### src/rtl/signed_arith_pkg.sv
// Shared helpers for two's-complement arithmetic blocks.
// Saturation limits are returned at MaxWidth and sliced down by the user.
package signed_arith_pkg;

  localparam int unsigned MaxWidth = 64;

  // Largest positive value of a width-bit signed number (0 followed by ones).
  function automatic logic [MaxWidth-1:0] smax(input int unsigned width);
    return (MaxWidth'(1) << (width - 1)) - MaxWidth'(1);
  endfunction

  // Most negative value of a width-bit signed number (1 followed by zeros).
  function automatic logic [MaxWidth-1:0] smin(input int unsigned width);
    return MaxWidth'(1) << (width - 1);
  endfunction

endpackage

### src/rtl/signed_addsub_core.sv
// Combinational signed add/subtract producing a WIDTH+1 bit exact result.
module signed_addsub_core #(
  parameter int unsigned WIDTH = 8
) (
  input  logic [WIDTH-1:0] a_i,
  input  logic [WIDTH-1:0] b_i,
  input  logic             sub_i,
  output logic [WIDTH:0]   wide_o
);

  logic [WIDTH:0] a_ext;
  logic [WIDTH:0] b_ext;
  logic [WIDTH:0] b_op;

  // One extra bit makes A - MIN exact, so no separate negate overflow exists.
  always_comb begin
    a_ext  = {a_i[WIDTH-1], a_i};
    b_ext  = {b_i[WIDTH-1], b_i};
    b_op   = sub_i ? (~b_ext + (WIDTH+1)'(1)) : b_ext;
    wide_o = a_ext + b_op;
  end

endmodule

### src/rtl/signed_addsub_ovf_pipe.sv
// Two-stage valid/ready signed add/subtract with overflow detection, optional
// saturation and overflow statistics (saturating count plus sticky flag).
module signed_addsub_ovf_pipe
  import signed_arith_pkg::*;
#(
  parameter int unsigned WIDTH = 8,
  parameter int unsigned CNT_W = 8
) (
  input  logic             clk,
  input  logic             rst,
  input  logic             up_valid,
  output logic             up_ready,
  input  logic [WIDTH-1:0] up_a,
  input  logic [WIDTH-1:0] up_b,
  input  logic             up_sub,
  input  logic             up_sat,
  output logic             down_valid,
  input  logic             down_ready,
  output logic [WIDTH-1:0] down_res,
  output logic             down_overflow,
  input  logic             clr_stats,
  output logic [CNT_W-1:0] ovf_count,
  output logic             ovf_sticky
);

  localparam logic [WIDTH-1:0] ResMax = WIDTH'(smax(WIDTH));
  localparam logic [WIDTH-1:0] ResMin = WIDTH'(smin(WIDTH));

  typedef struct packed {
    logic [WIDTH:0] sum;
    logic           sat;
  } s1_payload_t;

  logic           s1_valid_q;
  s1_payload_t    s1_q;
  logic           s2_valid_q;
  logic [WIDTH-1:0] s2_res_q;
  logic           s2_ovf_q;
  logic [CNT_W-1:0] cnt_q;
  logic           sticky_q;

  logic           s1_ready;
  logic           s2_ready;
  logic [WIDTH:0] core_wide;
  logic           s2_ovf_d;
  logic [WIDTH-1:0] s2_res_d;
  logic           ovf_event;

  signed_addsub_core #(
    .WIDTH (WIDTH)
  ) u_core (
    .a_i    (up_a),
    .b_i    (up_b),
    .sub_i  (up_sub),
    .wide_o (core_wide)
  );

  always_comb begin
    s2_ready = ~s2_valid_q | down_ready;
    s1_ready = ~s1_valid_q | s2_ready;
    up_ready = s1_ready;
  end

  // Top two bits disagree exactly when the sum does not fit in WIDTH bits.
  always_comb begin
    s2_ovf_d = s1_q.sum[WIDTH] ^ s1_q.sum[WIDTH-1];
    s2_res_d = s1_q.sum[WIDTH-1:0];
    if (s1_q.sat && s2_ovf_d) begin
      s2_res_d = s1_q.sum[WIDTH] ? ResMin : ResMax;
    end
  end

  always_ff @(posedge clk or posedge rst) begin
    if (rst) begin
      s1_valid_q <= 1'b0;
      s1_q       <= '0;
    end else if (s1_ready) begin
      s1_valid_q <= up_valid;
      if (up_valid) begin
        s1_q <= '{sum: core_wide, sat: up_sat};
      end
    end
  end

  always_ff @(posedge clk or posedge rst) begin
    if (rst) begin
      s2_valid_q <= 1'b0;
      s2_res_q   <= '0;
      s2_ovf_q   <= 1'b0;
    end else if (s2_ready) begin
      s2_valid_q <= s1_valid_q;
      if (s1_valid_q) begin
        s2_res_q <= s2_res_d;
        s2_ovf_q <= s2_ovf_d;
      end
    end
  end

  assign ovf_event = s2_valid_q & down_ready & s2_ovf_q;

  // A clear in the same cycle as an overflow delivery drops that event.
  always_ff @(posedge clk or posedge rst) begin
    if (rst) begin
      cnt_q    <= '0;
      sticky_q <= 1'b0;
    end else if (clr_stats) begin
      cnt_q    <= '0;
      sticky_q <= 1'b0;
    end else if (ovf_event) begin
      sticky_q <= 1'b1;
      if (cnt_q != '1) begin
        cnt_q <= cnt_q + CNT_W'(1);
      end
    end
  end

  assign down_valid    = s2_valid_q;
  assign down_res      = s2_res_q;
  assign down_overflow = s2_ovf_q;
  assign ovf_count     = cnt_q;
  assign ovf_sticky    = sticky_q;

endmodule

### config.mk
export PLATFORM = sky130hd
export DESIGN_NAME = signed_addsub_ovf_pipe
export DESIGN_NICKNAME = d
export VERILOG_FILES = /design/src/rtl/signed_arith_pkg.sv /design/src/rtl/signed_addsub_core.sv /design/src/rtl/signed_addsub_ovf_pipe.sv
export SDC_FILE = /design/constraint.sdc
export NUM_CORES = 1
export LEC_CHECK = 0
export BUFFER_PORTS_ARGS = -buffer_cell sky130_fd_sc_hd__buf_2
export CAP_MARGIN = 5
export CORE_ASPECT_RATIO = 1.4
export CORE_MARGIN = 1
export CORE_UTILIZATION = 55
export CTS_BUF_LIST = sky130_fd_sc_hd__clkbuf_2 sky130_fd_sc_hd__clkbuf_4 sky130_fd_sc_hd__clkbuf_8
export DETAILED_ROUTE_END_ITERATION = 8
export GPL_ROUTABILITY_DRIVEN = 0
export PLACE_DENSITY = 0.8
export SYNTH_ARGS = -nofsm -noshare
export SYNTH_HDL_FRONTEND = slang
export SYNTH_SLANG_ARGS = --single-unit
### constraint.sdc
create_clock -name clk -period 1.9 [get_ports clk]
set_clock_uncertainty 0.15 [all_clocks]
set_input_delay 0.38 -clock clk [delete_from_list [all_inputs] [get_ports clk]]
set_output_delay 0.38 -clock clk [all_outputs]
set_load 0.005 [all_outputs]
Word level (Yosys, flattened, before mapping). Cells that the tools add are included.

Bits in registers: 30. Word-level logic and storage cells: 34.

Equal/unequal tests: 1. Add/sub/neg operators: 3. Multiplexer cells: 8. Bitwise gates (word level): 8. Reductions and logical operators: 6.

Operators by type and width (number): 8-bit two-way mux (5); 9-bit by 1-bit adder with 9-bit output, second input constant (1); 9-bit adder (1); 9-bit two-way mux (1); 9-bit inverter (1); 8-bit by 1-bit adder with 8-bit output, second input constant (1); 8-bit inequality test, second input constant (1); 2-bit AND reduction (3); 2-bit nonzero test (2); 1-bit bitwise AND (2); 1-bit two-way mux (2); 1-bit inverter (2); 1-bit OR (2); 1-bit logical AND (1); 1-bit bitwise XOR (1).

Depth between registers and ports, before layout.
Depth in word-level cells: 4. Depth in mapped cells: 11. Gate-level depth less buffers: 11.

Cells and area by module. Synthesis repeated with hierarchy kept, for this count alone.

Cells, all modules: 195. Area, all modules: 1986.9 um^2.

Modules (own cells, without submodules): signed_addsub_ovf_pipe (times used 1, area an instance 1496.4 um^2, cells each 133); signed_addsub_core (times used 1, area an instance 490.5 um^2, cells each 62).

Worst setup path after synthesis. Ideal clock, no wire load.

Path kind: in2reg. From: input up_b[3]. To: register s1_q[9] (netlist bit). Slack: -660 ps. Cell stages on the path: 9. Buffers on the path: 0. Required time: 1619 ps. Arrival: 2279 ps. Path through: or4_4 o21ai_0 xnor2_1 ha_1 a21oi_1 o21ai_0 o31ai_1 xnor2_1 o21ai_1.

Word-level cells in the longest chain between the ends: 4.

Ends and longest elaborated chain: start, declared (RTL line signed_addsub_ovf_pipe.sv:14) `input logic [WIDTH-1:0] up_b,`; 9-bit inverter (RTL line signed_addsub_core.sv:19) `b_op = sub_i ? (~b_ext + (WIDTH+1)'(1)) : b_ext;`; 9-bit by 1-bit adder with 9-bit output (RTL line signed_addsub_core.sv:19); 9-bit two-way mux (*) (RTL line signed_addsub_core.sv:19); 9-bit adder (*) (RTL line signed_addsub_core.sv:20) `wide_o = a_ext + b_op;`; end signal, assigned (RTL line signed_addsub_ovf_pipe.sv:80) `s1_q <= '{sum: core_wide, sat: up_sat};`; end, declared (RTL line signed_addsub_ovf_pipe.sv:35) `s1_payload_t s1_q;`.

Every way passes the cells marked *; elsewhere a longest branch is shown, timed or not. A chain may end at the register's enable or synchronous reset.

Worst setup path after layout.
From: input up_b[3]. To: register s1_q[8] (netlist bit).

Same word-level chain as after synthesis.

==> impl_metrics.csv <==
group,metric,value,unit
outcome,status,"finished with violations",
outcome,violations,"negative setup slack",
global_route,antenna_found_initial,0,
clock_tree,cts_tree,"yes",
placed_design,port_buffers,42,
sta,finalHoldViolations,0,
yosys,yosys_warnings,0,
hold_path,worstHoldPathType,"in2async",
routing,drtIter0Drc,19,
floorplanning,initial_core_util,0.573,
routing,drt-total-wl,4090,µm
critical_path,rrSetupSlack,0.10,ns
floorplanning,die-height,69.5,µm
cells_and_area,area_growth,40.0,%
floorplanning,die_w,50.2,µm
clock_tree,cts_made_buffers,5,
yosys,synth_seq_cells,30,
job,maxCapViolCount,0,
routing,wl_per_cell,13.4,µm
cells_and_area,layout-drive-gt1-share,0.404,
pwr,p_comb_frac,0.351,
placed_design,dp_slack,-0.747,ns
clock_tree,clock_latency,0.28,ns
clock_tree,cts-root-buf,"clkbuf_8",
critical_path,cp-start-kind,"input pin",
yosys,ys_seq_area_frac,0.419,
critical_path,crit_path_end_kind,"register",
sta,layout_worst_path_cycle_share,1.21,
yosys,synth.area.top_cells,"dfrtp_1 (42%), nand2_1 (8.0%), ha_1 (7.7%), o21ai_0 (7.5%), xnor2_1 (6.8%)",
routing,vias,1618,
sta,min_period,2.30,ns
pwr,irDropWorstVdd,721,µV
pwr,p_switching,0.000705,W
yosys,synth_top_family_by_area,"simple AND/OR/NAND/NOR gates",
critical_path,worstPathArrival,2.31,ns
yosys,synth-simple-area-share,0.165,
sta,fin_ws,-0.396,ns
sta,rsz0062_at_grt,"true",
routing,postRouteAntennaNets,0,
critical_path,critPathMaxFanout,3,
floorplanning,io-pin-count,43,
global_route,grt_pass1_wl,6490,µm
yosys,synth_compound_area_frac,0.164,
routing,dr.pass1.iters,4,
floorplanning,core_area,3120,µm²
cells_and_area,layout_common_cells,"buf_2 (39), nand2_1 (38), dfrtp_1 (30), buf_4 (28), o21ai_0 (18)",
floorplanning,dieArea,3490,µm²
yosys,synthAdderAreaFrac,0.0881,
critical_path,path_class,"in2reg",
pwr,clkPwrFrac,0.242,
routing,drcViolationCount,0,
yosys,synth_top_area_share,0.419,
pwr,power_density,877,nW/µm²
sta,setup_violations,6,
yosys,syn_area_per_cell,9.37,µm²
pwr,intPower,0.00149,W
sta,tightest_slew,0.494,ns
clock_tree,cts.sinks,30,
cells_and_area,final_common_cell,"buf_2",
pwr,power_switching_share,0.321,
sta,slew_headroom,0.670,
cells_and_area,antenna_cells,0,
sta,hold_slack,0.00558,ns
yosys,yosysTopAreaCell,"dfrtp_1",
global_route,overflow,0,
global_route,grt_max_degree,31,
clock_tree,cts.htree.levels,2,
floorplanning,rows,24,
yosys,netlist-cell-type-count,35,
cells_and_area,fin_util,0.802,
placed_design,placed_cells,290,
routing,viasPerCell,5.29,
yosys,synth-xor-area-share,0.113,
sta,setup_tns,-1.38,ns
global_route,grt_pass1_vias,1534,
yosys,synth_flop_cell,"dfrtp_1",
yosys,syn_area,1790,µm²
global_route,grt_usage,0.250,
yosys,synth_edf_count,0,
yosys,netlist_instances,191,
pwr,seqPwrFrac,0.406,
pwr,leakage,1.23,nW
cells_and_area,fin_cells,306,
yosys,yosys-mux-area-fraction,0.0300,
clock_tree,clockBufferDepth,2,
sta,fmax,0.436,GHz
clock_tree,clkTransAtPathRegs,0.06,ns
critical_path,required,1.92,ns
placed_design,hpwl,2840,µm
clock_tree,hold_buffers,0,
sta,finalMaxSlewViolations,0,
yosys,synthArstFlopShare,1.00,
yosys,synth_nets,226,
cells_and_area,fin_nets,301,
-- synthesized netlist by cell type, drive strengths merged, types with 2 or more instances --
cell type  count
xnor2         14
a21o           2
o21bai         2
nand4          2
mux2           3
o31ai          3
and3           3
inv            5
buf            2
mux2i          2
xor2           9
nand2         38
o21ai         28
a31oi          2
nand2b         6
dfrtp         30
ha            11
a211oi         2
nor2           9
a21oi          5
clkbuf         3
-- cell type report --
cell class / count / area (µm²)
Clock buffer: 7 / 90.1
Timing Repair Buffer: 73 / 480
Fill cell: 228 / 617
Sequential cell: 30 / 751
Inverter: 5 / 26.3
Tap cell: 39 / 48.8
Clock inverter: 1 / 5.00
Multi-Input combinational cell: 151 / 1100
-- final timing paths --
path	end	startpoint	depth (start not counted)
max in group asynchronous	down_res[0]	rst	3
worst max-delay path	s1_q[8]	up_b[3]	11
worst min register to register	down_res[0]	down_res[0]	2
worst min-delay path	ovf_count[1]	rst	3
worst max register to register	ovf_count[3]	ovf_count[0]	7
min in group clk	s1_valid_q	up_valid	2
-- registers in the layout, indices dropped and copies added (netlist names) --
register       cells
s1_q              10
down_res           8
ovf_count          8
down_overflow      1
down_valid         1
ovf_sticky         1
s1_valid_q         1
-- kinds of logic (layout without fill, tap and decap cells) --
group                      after synthesis  in the layout
and+or+nand+nor                         64             64
AOI/OAI and AO/OA                       47             47
buffers and inverters                   10             86
muxes                                    5              5
DFF                                     30             30
adders and majority gates               12             12
xor gates and xnor gates                23             23
-- repair_timing --
item,CTS,global route
endpoints found under the hold margin,0,0
pin swaps,15,7
gates resized for setup,17,11
setup buffers,4,6
setup endpoints to repair,5,8
-- critical path, stage by stage --
cell and delay, ns:
buf_6 0.09, or4_4 0.54, o21ai_2 0.14, xnor2_1 0.13
ha_1 0.28, a21oi_2 0.17, buf_4 0.13, o21bai_1 0.06
a41oi_2 0.17, xor2_1 0.15, o21ai_1 0.08
-- power by group through the flow --
stage	clock, W	sequential [W]	combinational [W]
6_report	0.000532	0.000893	0.000772
5_1_grt	0.000571	0.000912	0.000858
4_1_cts	0.000539	0.000894	0.000716
3_5_place_dp	0	0.000902	0.000670
3_3_place_gp	0	0.000894	0.000645
2_1_floorplan	0	0.000885	0.000421
-- layer usage --
metal,track usage,share of wire
met5,0,0
met4,0.133,0.026
met3,0.0658,0.038
met2,0.444,0.57
met1,0.257,0.37
-- per-stage QoR --
stage          cell area (µm²)  power, W
5_1_grt                   2510   0.00234
3_3_place_gp              2230   0.00154
6_report                  2510   0.00220
2_1_floorplan             1820   0.00131
4_1_cts                   2420   0.00215
3_5_place_dp              2230   0.00157
Power figures use the tool's default switching activity.
